**src/rtl/dlfloat16_round_pack_if.sv**
```systemverilog
// Valid/ready stream carrying a data word and its 5-bit exception vector
// {invalid, inexact, overflow, underflow, div_zero}.
interface dlfloat16_round_pack_if #(
  parameter int DATA_W = 16
) ();
  logic              valid;
  logic              ready;
  logic [DATA_W-1:0] data;
  logic [4:0]        exc;

  modport master (
    output valid,
    output data,
    output exc,
    input  ready
  );

  modport slave (
    input  valid,
    input  data,
    input  exc,
    output ready
  );
endinterface

```
**src/rtl/dlfloat16_round_pack.sv**
```systemverilog
// DLFloat16 round/saturate/pack: 20-bit extended add/sub result in, packed 16-bit word out.
// Two-stage valid/ready pipeline; define DLF_ROUND_PACK_RTZ_EN to add the rnd_mode truncate input.
module dlfloat16_round_pack #(
  parameter logic [14:0] MAX_FINITE = 15'h7DFE,
  parameter logic [15:0] NAN_WORD   = 16'hFFFF,
  parameter int          CNT_W      = 16
) (
  input  logic                   clk,
  input  logic                   rst_n,
  dlfloat16_round_pack_if.slave  in_if,
  dlfloat16_round_pack_if.master out_if,
`ifdef DLF_ROUND_PACK_RTZ_EN
  input  logic                   rnd_mode,
`endif
  input  logic                   flag_clr,
  output logic [4:0]             sticky_exc,
  output logic [CNT_W-1:0]       res_cnt
);

  localparam int EXC_INV = 4;
  localparam int EXC_INX = 3;
  localparam int EXC_OVF = 2;

  // Single stall for the whole pipe: only the output register can be blocked.
  logic stall;
  logic out_fire;

  logic              s1_valid_q,   s1_valid_d;
  logic              s1_sign_q,    s1_sign_d;
  logic [15:0]       s1_mag_q,     s1_mag_d;
  logic              s1_inexact_q, s1_inexact_d;
  logic [4:0]        s1_exc_q,     s1_exc_d;
  logic              s1_special_q, s1_special_d;

  logic              out_valid_q,  out_valid_d;
  logic [15:0]       out_data_q,   out_data_d;
  logic [4:0]        out_exc_q,    out_exc_d;
  logic [4:0]        sticky_q,     sticky_d;
  logic [CNT_W-1:0]  res_cnt_q,    res_cnt_d;

  assign stall       = out_valid_q & ~out_if.ready;
  assign out_fire    = out_valid_q & out_if.ready;
  assign in_if.ready = ~stall;

  assign out_if.valid = out_valid_q;
  assign out_if.data  = out_data_q;
  assign out_if.exc   = out_exc_q;
  assign sticky_exc   = sticky_q;
  assign res_cnt      = res_cnt_q;

  logic        in_sign;
  logic [5:0]  in_exp;
  logic [8:0]  in_frac;
  logic        in_guard;
  logic        in_sticky;
  logic        in_lsb;
  logic        in_special;
  logic        in_zero;
  logic        round_up;
  logic [15:0] rounded_mag;

  assign in_sign    = in_if.data[19];
  assign in_exp     = in_if.data[18:13];
  assign in_frac    = in_if.data[12:4];
  assign in_guard   = in_if.data[3];
  assign in_sticky  = |in_if.data[2:0];
  assign in_lsb     = in_if.data[4];
  assign in_special = &in_if.data[18:4];
  assign in_zero    = (in_exp == 6'd0);

`ifdef DLF_ROUND_PACK_RTZ_EN
  assign round_up = ~rnd_mode & in_guard & (in_sticky | in_lsb);
`else
  assign round_up = in_guard & (in_sticky | in_lsb);
`endif

  // Fraction increment ripples into the exponent; bit 15 catches exponent overflow.
  assign rounded_mag = {1'b0, in_exp, in_frac} + {15'd0, round_up};

  always_comb begin
    s1_valid_d   = s1_valid_q;
    s1_sign_d    = s1_sign_q;
    s1_mag_d     = s1_mag_q;
    s1_inexact_d = s1_inexact_q;
    s1_exc_d     = s1_exc_q;
    s1_special_d = s1_special_q;
    if (!stall) begin
      s1_valid_d = in_if.valid;
      if (in_if.valid) begin
        s1_sign_d    = in_sign;
        s1_exc_d     = in_if.exc;
        s1_special_d = in_special;
        if (in_special || in_zero) begin
          s1_mag_d     = 16'd0;
          s1_inexact_d = 1'b0;
        end else begin
          s1_mag_d     = rounded_mag;
          s1_inexact_d = in_guard | in_sticky;
        end
      end
    end
  end

  logic sat_hit;
  assign sat_hit = (s1_mag_q > {1'b0, MAX_FINITE});

  always_comb begin
    out_valid_d = out_valid_q;
    out_data_d  = out_data_q;
    out_exc_d   = out_exc_q;
    if (!stall) begin
      out_valid_d = s1_valid_q;
      if (s1_valid_q) begin
        out_exc_d = s1_exc_q;
        if (s1_special_q) begin
          out_data_d         = NAN_WORD;
          out_exc_d[EXC_INV] = 1'b1;
        end else if (sat_hit) begin
          out_data_d         = {s1_sign_q, MAX_FINITE};
          out_exc_d[EXC_OVF] = 1'b1;
          out_exc_d[EXC_INX] = 1'b1;
        end else begin
          out_data_d         = {s1_sign_q, s1_mag_q[14:0]};
          out_exc_d[EXC_INX] = s1_exc_q[EXC_INX] | s1_inexact_q;
        end
      end
    end
  end

  // A clear coinciding with a handshake wipes old flags but keeps this result's flags.
  always_comb begin
    sticky_d  = (flag_clr ? 5'd0 : sticky_q) | (out_fire ? out_exc_q : 5'd0);
    res_cnt_d = res_cnt_q;
    if (out_fire && (res_cnt_q != {CNT_W{1'b1}})) begin
      res_cnt_d = res_cnt_q + CNT_W'(1);
    end
  end

  always_ff @(posedge clk or negedge rst_n) begin
    if (!rst_n) begin
      s1_valid_q   <= 1'b0;
      s1_sign_q    <= 1'b0;
      s1_mag_q     <= 16'd0;
      s1_inexact_q <= 1'b0;
      s1_exc_q     <= 5'd0;
      s1_special_q <= 1'b0;
      out_valid_q  <= 1'b0;
      out_data_q   <= 16'd0;
      out_exc_q    <= 5'd0;
      sticky_q     <= 5'd0;
      res_cnt_q    <= '0;
    end else begin
      s1_valid_q   <= s1_valid_d;
      s1_sign_q    <= s1_sign_d;
      s1_mag_q     <= s1_mag_d;
      s1_inexact_q <= s1_inexact_d;
      s1_exc_q     <= s1_exc_d;
      s1_special_q <= s1_special_d;
      out_valid_q  <= out_valid_d;
      out_data_q   <= out_data_d;
      out_exc_q    <= out_exc_d;
      sticky_q     <= sticky_d;
      res_cnt_q    <= res_cnt_d;
    end
  end

endmodule

```
**src/flat_wrapper.sv**
```systemverilog
// flat-port wrapper written by rule: the top's interface ports become plain ports
module dlfloat16_round_pack_flat 
#(
  parameter logic [14:0] MAX_FINITE = 15'h7DFE,
  parameter logic [15:0] NAN_WORD   = 16'hFFFF,
  parameter int          CNT_W      = 16
)
  (clk, rst_n, flag_clr, sticky_exc, res_cnt, in_if_valid, in_if_data, in_if_exc, in_if_ready, out_if_valid, out_if_data, out_if_exc, out_if_ready);
  dlfloat16_round_pack_if #(.DATA_W(20)) in_if_i ();
  dlfloat16_round_pack_if #(.DATA_W(16)) out_if_i ();
  input  logic clk;
  input  logic rst_n;
  input  logic flag_clr;
  output logic [4:0] sticky_exc;
  output logic [CNT_W-1:0] res_cnt;
  input wire logic [$bits(in_if_i.valid)-1:0] in_if_valid;
  input wire logic [$bits(in_if_i.data)-1:0] in_if_data;
  input wire logic [$bits(in_if_i.exc)-1:0] in_if_exc;
  output wire logic [$bits(in_if_i.ready)-1:0] in_if_ready;
  output wire logic [$bits(out_if_i.valid)-1:0] out_if_valid;
  output wire logic [$bits(out_if_i.data)-1:0] out_if_data;
  output wire logic [$bits(out_if_i.exc)-1:0] out_if_exc;
  input wire logic [$bits(out_if_i.ready)-1:0] out_if_ready;
  assign in_if_i.valid = in_if_valid;
  assign in_if_i.data = in_if_data;
  assign in_if_i.exc = in_if_exc;
  assign in_if_ready = in_if_i.ready;
  assign out_if_valid = out_if_i.valid;
  assign out_if_data = out_if_i.data;
  assign out_if_exc = out_if_i.exc;
  assign out_if_i.ready = out_if_ready;
  dlfloat16_round_pack #(.MAX_FINITE(MAX_FINITE), .NAN_WORD(NAN_WORD), .CNT_W(CNT_W)) u_core (.clk(clk), .rst_n(rst_n), .in_if(in_if_i), .out_if(out_if_i), .flag_clr(flag_clr), .sticky_exc(sticky_exc), .res_cnt(res_cnt));
endmodule
```
**config.mk**
```make
export PLATFORM = sky130hd
export DESIGN_NAME = dlfloat16_round_pack_flat
export DESIGN_NICKNAME = d
export VERILOG_FILES = /design/src/rtl/dlfloat16_round_pack_if.sv /design/src/rtl/dlfloat16_round_pack.sv /design/src/flat_wrapper.sv
export SDC_FILE = /design/constraint.sdc
export NUM_CORES = 1
export LEC_CHECK = 0
export ABC_CLOCK_PERIOD_IN_PS = 1900
export BUFFER_PORTS_ARGS = -buffer_cell sky130_fd_sc_hd__buf_2
export CORE_MARGIN = 5
export CORE_UTILIZATION = 33
export DETAILED_ROUTE_END_ITERATION = 8
export SLEW_MARGIN = 20
export SYNTH_ARGS = -nofsm -noshare
export SYNTH_HDL_FRONTEND = slang
export SYNTH_SLANG_ARGS = --single-unit
```
**constraint.sdc**
```tcl
create_clock -name clk -period 1.9 [get_ports clk]
set_clock_uncertainty 0.1 [all_clocks]
set_input_delay 0.475 -clock clk [delete_from_list [all_inputs] [get_ports clk]]
set_output_delay 0.475 -clock clk [all_outputs]
set_load 0.005 [all_outputs]
```
==> metrics.txt <==
Longest Clk Path Bufs 2; critical-path cell list ha_2, nand4_1, or3_4, o21ai_4, buf_4, nor3_1, xor2_1; crit path kind reg2reg; post-synthesis sequential area ratio 55.92%; Slew @ Worst Pin between 300 and 400 ps; starting density of the core 33.41%; # DRC 0; endpoints failing setup 0; Core Util, Final 42.49%; Rel. slew slack 73.76%; Final WS setup 112.4 ps; Max rail drop VDD 403.9 uV; Routed Antenna Nets 0; DP Area 3627 um^2; Design Power around 4.2 mW; Cells after Synth ~290; via/cell ratio 4.720; GP Congestion 0.7484; GRT Residual Overflow 0; Leakage around 1.8 nW; layout cells sized above 1 between 30% and 40%; Critical Path RT 2010 ps; WL final roughly 6800 um; # nets final 409; number of port buffers 73; vias in the first global route 2368; fin crit period 1788 ps; Mapped Area 3043 um^2; CP Max Fanout 6; f_max 559.4 MHz; initial antenna violation count 0; clock sink count 68; CTS clock-pin slew for the worst setup and hold paths 80 ps; Post-Place Setup Slack -97.17 ps; CP max stage cell or3_4; final hold vios 0; Net Count, Synth 318; run status finished, final reports clean; Area Growth Syn to Fin 27.18%; Clk Tree Root Cell clkbuf_8; number of synthesized register bits 68; largest net degree at the start of global routing 41; RSZ-0062 raised after global routing false; worst skew pair latency 330 ps; detailed placer's ending HPWL 5290 um; Buf+Inv Stages, Crit Path 1; final worst-path cycle share a little over nine tenths; Max-Cap Viols 0; die width 106.0 um; routed length per instance 13.70 um; Startpoint Class flip-flop; Worst Setup End Kind flip-flop; Mapped Avg Cell Area between 10 and 15 um^2; Cell Pwr Density 1097 nW/um^2; I/O Pins 74; CP top delay family simple AND/OR/NAND/NOR gates; Hold WC Path Type in2reg; # diodes 0; Slew Limit Fails 0; synth unique cells 40; number of CTS-inserted buffers 9; Pre-Repair DR Iteration Count 4; gr usage total 12.80%; full die area 11240 um^2; die height 106.0 um; DR iter-0 viols 90; Worst EP arrival 1890 ps; synth warn 0; first-pass GRT wire length approximately 12000 um; htree depth 3; CTS tree built; crit-path max cell delay ~390 ps; Layout fillers 894; row count 35; Final Cell Area between 3000 and 4000 um^2; Core Footprint roughly 9100 um^2; hold slack between 200 and 300 ps; vias post-DR approximately 2300
==> synth_stat cells <==
master / count / area share, %
a22o_1: 1 / 0.29
ha_1: 2 / 0.82
nand2_1: 45 / 5.6
o31ai_1: 7 / 1.7
o21ai_1: 1 / 0.16
or2_1: 1 / 0.21
nand2_2: 1 / 0.21
o22a_1: 13 / 3.7
nand2b_1: 1 / 0.21
xnor2_1: 9 / 2.6
buf_6: 1 / 0.37
o211a_1: 1 / 0.33
clkbuf_1: 5 / 0.62
nand4_1: 8 / 1.6
or4_4: 1 / 0.37
mux2_2: 8 / 3.0
or3_1: 1 / 0.21
or3_4: 1 / 0.37
nor2_1: 16 / 2.0
or4_1: 1 / 0.25
a31oi_1: 2 / 0.41
a21oi_1: 3 / 0.49
o21ai_0: 18 / 3.0
dfrtp_1: 68 / 56
o21ai_4: 1 / 0.53
and4_1: 3 / 0.86
buf_2: 3 / 0.49
or3b_2: 1 / 0.29
buf_4: 1 / 0.25
nor3b_4: 1 / 0.62
and2_1: 4 / 0.82
inv_1: 12 / 1.5
nor4_1: 1 / 0.21
and2_0: 1 / 0.21
nor3_1: 7 / 1.2
xor2_1: 19 / 5.5
nand4_2: 1 / 0.41
o21a_1: 1 / 0.25
nand3_1: 12 / 2.0
and3_1: 3 / 0.62
==> stage by stage <==
stage,std cells,TNS [ps]
2_1_floorplan,286,0
3_3_place_gp,476,-239.2
3_5_place_dp,476,-725.7
4_1_cts,493,0
5_1_grt,493,0
6_report,493,0
==> per-layer routing <==
| metal | part of all wire [%] | vias to the layer above | GRT usage [%] |
|---|---|---|---|
| li1 | - | 1174 | - |
| met1 | 48 | 1098 | 17.55 |
| met2 | 47 | 48 | 19.95 |
| met3 | 3.7 | 7 | 2.914 |
| met4 | 1.4 | 0 | 4.440 |
| met5 | 0 | - | 0 |
==> cells by family after synthesis <==
kind of cell             synth area share [%]
AO/OA/AOI/OAI                           10.90
flip-flops                              55.92
buffers and inverters                   3.207
multiplexers                            2.961
adder cells (fa/ha/maj)                0.8222
AND/OR/NAND/NOR                         18.13
XOR/XNOR                                8.059
==> path summary, 6_finish.rpt <==
path / startpoint / to / slack, ps / cells after the start
setup / recovery: u_core.res_cnt[0] / u_core.res_cnt[8] / 110 / 7
hold / removal: flag_clr / u_core.sticky_exc[3] / 270 / 2
setup reg to reg: u_core.res_cnt[0] / u_core.res_cnt[8] / 110 / 7
hold reg to reg: u_core.s1_exc_q[0] / u_core.out_if.exc[0] / 380 / 2
max in group asynchronous: rst_n / u_core.s1_mag_q[0] / 700 / 3
min in group asynchronous: rst_n / u_core.res_cnt[4] / 460 / 2
==> registers in the layout, indices dropped and copies added (netlist names) <==
signal and cells:
u_core.out_if.exc 5, u_core.sticky_exc 5, u_core.s1_sign_q 1, u_core.s1_special_q 1
u_core.s1_inexact_q 1, u_core.out_if.valid 1, u_core.s1_mag_q 16, u_core.s1_valid_q 1
u_core.s1_exc_q 5, u_core.out_if.data 16, u_core.res_cnt 16
==> layout by cell type (no fill, tap or decap), types with 2 or more instances in the layout <==
master	instances
buf_2	73
dfrtp_1	68
nand2_1	45
xor2_1	19
o21ai_0	18
nor2_1	16
buf_4	15
o22a_1	13
inv_1	12
nand3_1	12
clkbuf_8	10
xnor2_1	9
nand4_1	8
mux2_2	8
nor3_1	7
o31ai_1	7
and2_1	4
and4_1	3
a21oi_1	3
and3_1	3
a31oi_1	2
clkinv_2	2
bufinv_16	2
==> repair_timing <==
action                     CTS  global route
hold buffers                 1             0
buffers inserted             0             0
setup endpoints to repair    0             2
hold endpoints to repair    12             0
gates resized for setup      0             3
==> area by class of cell <==
cell class,instances,area (um^2),area share (%)
clock buffer,10,137.6,3.556
clock inverter,6,86.33,2.231
inverter,12,45.04,1.164
multi-input combinational,196,1252,32.36
sequential,68,1702,43.97
tap,111,138.9,3.589
timing repair buffer,90,508.0,13.13
==> power by group <==
part,total [mW],switching [mW],internal (mW)
Sequential,2.01,0.241,1.76
Clock,1.31,0.540,0.775
Combinational,0.923,0.435,0.488
Note: power is estimated with default switching activity, not from simulation.
